[src/rtl/ctrl_encode_def.sv]
// Shared encodings for the branch predictor slice.
//   btb_kind_e : entry kind stored in the BTB (conditional branch vs jal/jalr)
//   cnt_wnt/cnt_wt/cnt_max : direction counter initial/allocation/saturation
//                            values as functions of the counter width
package ctrl_encode_def;

  typedef enum logic {
    BTB_KIND_BRANCH = 1'b0,
    BTB_KIND_JUMP   = 1'b1
  } btb_kind_e;

  // Weakly not-taken: just below the taken threshold (MSB clear).
  function automatic int unsigned cnt_wnt(input int unsigned cnt_w);
    return (32'd1 << (cnt_w - 32'd1)) - 32'd1;
  endfunction

  // Weakly taken: the smallest value with the MSB set.
  function automatic int unsigned cnt_wt(input int unsigned cnt_w);
    return 32'd1 << (cnt_w - 32'd1);
  endfunction

  function automatic int unsigned cnt_max(input int unsigned cnt_w);
    return (32'd1 << cnt_w) - 32'd1;
  endfunction

endpackage

[src/rtl/branch_predictor_btb_sat_counter.sv]
// Saturating direction counter next-value logic (combinational).
//   cnt      : current counter value
//   inc/dec  : step towards taken / not-taken, holding at the limits
//   set_max  : force strongly taken (jumps)
//   init     : load weakly taken (fresh allocation)
//   cnt_next : resulting value; priority set_max > init > inc > dec
module sat_counter
  import ctrl_encode_def::*;
#(
  parameter int unsigned CNT_W = 2
) (
  input  logic [CNT_W-1:0] cnt,
  input  logic             inc,
  input  logic             dec,
  input  logic             set_max,
  input  logic             init,
  output logic [CNT_W-1:0] cnt_next
);

  localparam logic [CNT_W-1:0] CNT_MAX = CNT_W'(cnt_max(CNT_W));
  localparam logic [CNT_W-1:0] CNT_WT  = CNT_W'(cnt_wt(CNT_W));

  always_comb begin
    cnt_next = cnt;
    if (set_max) begin
      cnt_next = CNT_MAX;
    end else if (init) begin
      cnt_next = CNT_WT;
    end else if (inc && (cnt != CNT_MAX)) begin
      cnt_next = cnt + 1'b1;
    end else if (dec && (cnt != '0)) begin
      cnt_next = cnt - 1'b1;
    end
  end

endmodule

[src/rtl/branch_predictor_btb.sv]
// Direct-mapped branch target buffer with per-entry saturating direction
// counters.
//   IF side : if_valid/if_pc in; pred_hit/pred_taken/pred_target out, same cycle
//   ID side : upd_* in at resolution; mispredict/redirect_pc out, same cycle;
//             table trains on the following clock edge
//   inval_all : clears every entry on the next edge (wins over an update)
//   perf_lookups / perf_mispredicts : saturating event counters
module branch_predictor_btb
  import ctrl_encode_def::*;
#(
  parameter int unsigned XLEN    = 32,
  parameter int unsigned ENTRIES = 16,
  parameter int unsigned CNT_W   = 2,
  parameter int unsigned DYNAMIC = 1
) (
  input  logic            clk,
  input  logic            reset,
  input  logic            if_valid,
  input  logic [XLEN-1:0] if_pc,
  output logic            pred_hit,
  output logic            pred_taken,
  output logic [XLEN-1:0] pred_target,
  input  logic            upd_valid,
  input  logic [XLEN-1:0] upd_pc,
  input  logic            upd_is_jump,
  input  logic            upd_taken,
  input  logic [XLEN-1:0] upd_target,
  input  logic            upd_pred_taken,
  input  logic [XLEN-1:0] upd_pred_target,
  output logic            mispredict,
  output logic [XLEN-1:0] redirect_pc,
  input  logic            inval_all,
  output logic [31:0]     perf_lookups,
  output logic [31:0]     perf_mispredicts
);

  localparam int unsigned IDX_W = $clog2(ENTRIES);
  localparam int unsigned TAG_W = XLEN - IDX_W - 2;
  localparam logic [CNT_W-1:0] CNT_WNT = CNT_W'(cnt_wnt(CNT_W));

  // Register array rather than RAM so reset can clear it asynchronously.
  logic              valid_q  [ENTRIES];
  logic [TAG_W-1:0]  tag_q    [ENTRIES];
  logic [XLEN-1:0]   target_q [ENTRIES];
  btb_kind_e         kind_q   [ENTRIES];
  logic [CNT_W-1:0]  cnt_q    [ENTRIES];

  // Lookup: purely combinational from current table contents.
  logic [IDX_W-1:0] lk_idx;
  logic [TAG_W-1:0] lk_tag;

  assign lk_idx = if_pc[IDX_W+1:2];
  assign lk_tag = if_pc[XLEN-1:IDX_W+2];

  assign pred_hit    = valid_q[lk_idx] && (tag_q[lk_idx] == lk_tag);
  assign pred_taken  = (DYNAMIC != 0) && pred_hit &&
                       ((kind_q[lk_idx] == BTB_KIND_JUMP) || cnt_q[lk_idx][CNT_W-1]);
  assign pred_target = pred_taken ? target_q[lk_idx] : if_pc + XLEN'(4);

  // Resolution side.
  assign mispredict  = upd_valid &&
                       ((upd_taken != upd_pred_taken) ||
                        (upd_taken && (upd_target != upd_pred_target)));
  assign redirect_pc = upd_taken ? upd_target : upd_pc + XLEN'(4);

  logic [IDX_W-1:0] up_idx;
  logic [TAG_W-1:0] up_tag;
  logic             up_hit;
  logic             up_write;
  logic [CNT_W-1:0] cnt_nxt;

  assign up_idx   = upd_pc[IDX_W+1:2];
  assign up_tag   = upd_pc[XLEN-1:IDX_W+2];
  assign up_hit   = valid_q[up_idx] && (tag_q[up_idx] == up_tag);
  // A miss only allocates when the branch was actually taken.
  assign up_write = upd_valid && (up_hit || upd_taken);

  // On a miss, init selects weakly-taken; jumps override to max either way.
  sat_counter #(
    .CNT_W(CNT_W)
  ) u_cnt (
    .cnt      (cnt_q[up_idx]),
    .inc      (up_hit && upd_taken),
    .dec      (up_hit && !upd_taken),
    .set_max  (upd_is_jump),
    .init     (!up_hit),
    .cnt_next (cnt_nxt)
  );

  always_ff @(posedge clk or posedge reset) begin
    if (reset) begin
      for (int unsigned i = 0; i < ENTRIES; i++) begin
        valid_q[i]  <= 1'b0;
        tag_q[i]    <= '0;
        target_q[i] <= '0;
        kind_q[i]   <= BTB_KIND_BRANCH;
        cnt_q[i]    <= CNT_WNT;
      end
    end else if (inval_all) begin
      for (int unsigned i = 0; i < ENTRIES; i++) begin
        valid_q[i] <= 1'b0;
        cnt_q[i]   <= CNT_WNT;
      end
    end else if (up_write) begin
      valid_q[up_idx] <= 1'b1;
      cnt_q[up_idx]   <= cnt_nxt;
      if (upd_taken) begin
        tag_q[up_idx]    <= up_tag;
        target_q[up_idx] <= upd_target;
        kind_q[up_idx]   <= upd_is_jump ? BTB_KIND_JUMP : BTB_KIND_BRANCH;
      end
    end
  end

  always_ff @(posedge clk or posedge reset) begin
    if (reset) begin
      perf_lookups     <= '0;
      perf_mispredicts <= '0;
    end else begin
      if (if_valid && (perf_lookups != '1)) begin
        perf_lookups <= perf_lookups + 32'd1;
      end
      if (mispredict && (perf_mispredicts != '1)) begin
        perf_mispredicts <= perf_mispredicts + 32'd1;
      end
    end
  end

endmodule

[config.mk]
export PLATFORM = sky130hd
export DESIGN_NAME = branch_predictor_btb
export DESIGN_NICKNAME = d
export VERILOG_FILES = /design/src/rtl/ctrl_encode_def.sv /design/src/rtl/branch_predictor_btb_sat_counter.sv /design/src/rtl/branch_predictor_btb.sv
export SDC_FILE = /design/constraint.sdc
export NUM_CORES = 2
export LEC_CHECK = 0
export CAP_MARGIN = 10
export CORE_MARGIN = 2
export CORE_UTILIZATION = 60
export CTS_BUF_LIST = sky130_fd_sc_hd__clkbuf_2
export DETAILED_ROUTE_END_ITERATION = 16
export DONT_BUFFER_PORTS = 1
export HOLD_SLACK_MARGIN = 0.12
export PLACE_DENSITY = 0.82
export SLEW_MARGIN = 25
export SYNTH_ARGS = -nofsm -noshare
export SYNTH_HDL_FRONTEND = slang
export SYNTH_SLANG_ARGS = --single-unit
[constraint.sdc]
create_clock -name clk -period 36.9 [get_ports clk]
set_clock_uncertainty 0.2 [all_clocks]
set_input_delay 3.69 -clock clk [delete_from_list [all_inputs] [get_ports clk]]
set_output_delay 3.69 -clock clk [all_outputs]
set_load 0.01 [all_outputs]
==> summary.txt <==
Status
  – Run status: finished, final reports clean

GRT
  – Vias in the first global route: 35,900
  – Initial antenna violation count: 5
  – Overflow after GRT: 0
  – Largest net degree at the start of global routing: 257
  – Met1 GRT Util: 44.6%
  – Met3 track demand over resource: 13.3%
  – GR peak layer: met2
  – First-pass GRT wire length: 232,000 um
  – Tot GR Track Use: 33.5%
  – Routing usage on met2: 49.1%

Drt
  – Initial DRC count: 3,840
  – Residual DRC count: 0
  – Via count: 34,800
  – Drt wl/cell: 30.1 um
  – Via density per instance: 6.79
  – Final wirelength: 155,000 um
  – Final antenna-violating net count: 0
  – Pre-antenna DRT Iters: 5

Min path
  – Min-delay src: target_q[388]
  – Hold EP: target_q[388]
  – Worst Hold Class: flip-flop to flip-flop
  – Hold path depth: 1

Synthesis
  – Register area share after synthesis: 48.4%
  – Synth area leader: dfrtp_1
  – Synth unique cells: 70
  – Number of synthesized flops with an enable pin: 0
  – Yosys warnings: 0
  – Yosys top cell area share: 47.6%
  – Synth Flop Type: dfrtp_1
  – Syn Nets: 3,974
  – Synth Instances: 3,829
  – Avg Inst Size Synth: 14.3 um2
  – Top post-synthesis cells by area: dfrtp_1 (48%), mux2_2 (20%), mux4_2 (14%), xnor2_1 (2.2%), mux2i_1 (2.2%)
  – Seq cells post-synth: 1,056
  – Mapped Area: 54,700 um2
  – FFs w/ async S/R, synth: 100%

Clock tree
  – Num CTS Buffers: 290
  – CTS root buffer: clkbuf_2
  – Number of gates resized after CTS: 0
  – Post-CTS Setup Bufs: 0
  – CTS tree: done
  – Clock buffer depth: 4
  – CTS clk-pin slew, worst paths: 0.08 ns
  – H-Tree Level Count: 5
  – Worst skew pair latency: 1.54 ns
  – Hold Buf Count CTS: 0
  – CTS Sinks: 1,056

Power and ir drop
  – Pleak: 0.0261 uW
  – Clock share of power: 30.0%
  – Switch share: 28.4%
  – PwrDens: 44.7 nW/um2
  – Sw Pwr: 727 uW
  – Max VDD drop: 0.0296 mV
  – Logic pwr share: 15.2%
  – Internal: 1840 uW
  – Sequential share of power: 54.7%

Setup path
  – R2r worst-path depth: 9
  – Crit start category: input port
  – Slowest library cell on the worst path: mux4_2
  – CP cell instances: mux4_2, mux2_2, a21oi_1, xnor2_1, or4_1, nor4_4, buf_4, mux2_2
  – Reg2reg setup slack: 32.77 ns
  – Reg2reg end: cnt_q[9]
  – Reg-to-reg startpoint: tag_q[334]
  – CP peak stage delay: 0.64 ns
  – Worst Path Class, Setup: input port to output pin
  – Crit path max fanout: 256
  – Arr. time, crit path: 7.21 ns
  – CP Data Required Time: 33.01 ns
  – Critical path's most frequent cell: mux2_2
  – Critical path capture point type: output pin

Die
  – Die H: 306 um
  – Core outline area: 90,100 um2
  – Num rows: 110
  – Io pins: 267
  – Die W: 306 um
  – Initial Util: 60.7%
  – Die footprint: 93,600 um2

Placed design
  – Final GP Congestion: 0.924
  – DP Worst Slack: 26.06 ns
  – Post-DP HPWL: 93,000 um
  – Placed Instances: 4,682
  – # port buffers: 0

STA
  – Fin crit share: 30.1%
  – Minimum clock period: 11.10 ns
  – Total negative setup slack: 0 ns
  – Worst Max-Slew Pin Slew: 1.16 ns
  – RSZ-0062 raised after global routing: no
  – Hold WS: 0.305 ns
  – Fmax: 90.1 MHz
  – Pins Over Slew Limit: 0
  – Slew headroom: 21.8%
  – Fin. Hold Viols: 0
  – Final setup viols: 0
  – Slack of the critical path: 25.80 ns

Final layout
  – Utilization after layout: 63.6%
  – Share of cells above drive strength 1: 46.8%
  – Final cell count without fillers: 5,133
  – Final net count: 3,944
  – P&R area growth vs syn: 4.88%

Run
  – Max-cap viol count: 0
flip-flops by register name (all words and copies together) (netlist names):
signal and flops:
valid_q 16, kind_q 16, perf_lookups 32, perf_mispredicts 32, cnt_q 32, target_q 512
tag_q 416
routing by layer:
metal	vias up	wire, um
met5	-	42
met1	18300	59100
met4	6	6220
met3	399	19100
li1	14200	-
met2	1832	70000
stage by stage:
step / total power, uW / cell area [um2]
2_1_floorplan: 1750 / 54700
3_3_place_gp: 1790 / 55000
3_5_place_dp: 1810 / 55100
4_1_cts: 2570 / 57300
5_1_grt: 2690 / 57400
6_report: 2560 / 57400
Yosys cell counts (all sizes together), types with 2 or more instances:
| library cell | count |
|---|---|
| o21ai | 41 |
| nand4 | 28 |
| nor3 | 38 |
| o32ai | 12 |
| nor3b | 3 |
| a22oi | 10 |
| dfrtp | 1040 |
| and4 | 12 |
| o21ba | 12 |
| xor2 | 74 |
| nor4 | 15 |
| ha | 9 |
| mux2 | 980 |
| a21o | 26 |
| o22ai | 3 |
| mux4 | 367 |
| nor4b | 2 |
| nand2 | 120 |
| and4b | 2 |
| nand3 | 57 |
| xnor2 | 140 |
| a221oi | 11 |
| or2 | 6 |
| a22o | 8 |
| nor2 | 74 |
| or4 | 2 |
| nor2b | 27 |
| nand3b | 2 |
| and3 | 39 |
| inv | 40 |
| and2b | 2 |
| dfstp | 16 |
| mux2i | 122 |
| a211oi | 25 |
| and2 | 23 |
| buf | 147 |
| nand2b | 7 |
| clkbuf | 222 |
| o41ai | 2 |
| or3b | 2 |
| o211ai | 4 |
| a21oi | 46 |
placed cells by master (no fill, tap or decap), types with 22 or more instances in the layout:
cell / instances
dfrtp_1: 1040
mux2_2: 980
clkbuf_2: 388
mux4_2: 350
xnor2_1: 140
mux2i_1: 122
nand2_1: 120
xor2_1: 74
nor2_1: 64
nand3_1: 56
clkinv_1: 45
a21oi_1: 43
buf_4: 39
inv_1: 38
and3_1: 38
o21ai_0: 34
nor3_1: 31
nand4_1: 28
nor2b_1: 27
a211oi_1: 23
and2_1: 22
layout make-up:
class / count / area [um2]
antenna: 2 / 5.00
inverter: 41 / 161
clock buffer: 388 / 1940
fill: 6544 / 32800
multi-input combinational: 2363 / 26600
clock inverter: 60 / 287
timing repair buffer: 47 / 449
sequential: 1056 / 26400
tap: 1176 / 1470
worst max-delay path by stage:
stage | slack (ns) | end | from | cells after the start
global placement | 26.13 | pred_target[13] | if_pc[2] | 10
detailed placement | 26.06 | pred_target[15] | if_pc[2] | 10
finish | 25.80 | pred_target[12] | if_pc[2] | 8
floorplan | 3.31 | cnt_q[11] | reset | 1
global route | 25.78 | pred_target[12] | if_pc[2] | 8
CTS | 26.05 | pred_target[15] | if_pc[2] | 10
worst max-delay path: cells and delay by family:
kind / cells / cell delay (ns)
mux: 3 / 1.36
compound gates: 1 / 0.24
xor+xnor: 1 / 0.22
simple gates: 2 / 0.86
buf+inv: 1 / 0.53
logic make-up after synthesis:
| logic type | after synthesis | share of synthesized area [%] |
|---|---|---|
| AOI/OAI and AO/OA | 207 | 2.72 |
| DFF | 1056 | 48.4 |
| and+or+nand+nor | 464 | 4.39 |
| buffers and inverters | 410 | 3.26 |
| adders and majority gates | 9 | 0.206 |
| muxes | 1469 | 37.6 |
| xor gates and xnor gates | 214 | 3.43 |
power groups by stage:
stage / clock network [uW] / registers (uW) / logic, uW
after floorplan: 0 / 1390 / 356
after global placement: 0 / 1410 / 374
after detailed placement: 0 / 1420 / 387
after CTS: 786 / 1400 / 388
after global routing: 852 / 1420 / 416
final: 770 / 1400 / 390
No activity file was read; power rests on OpenSTA's default activity.
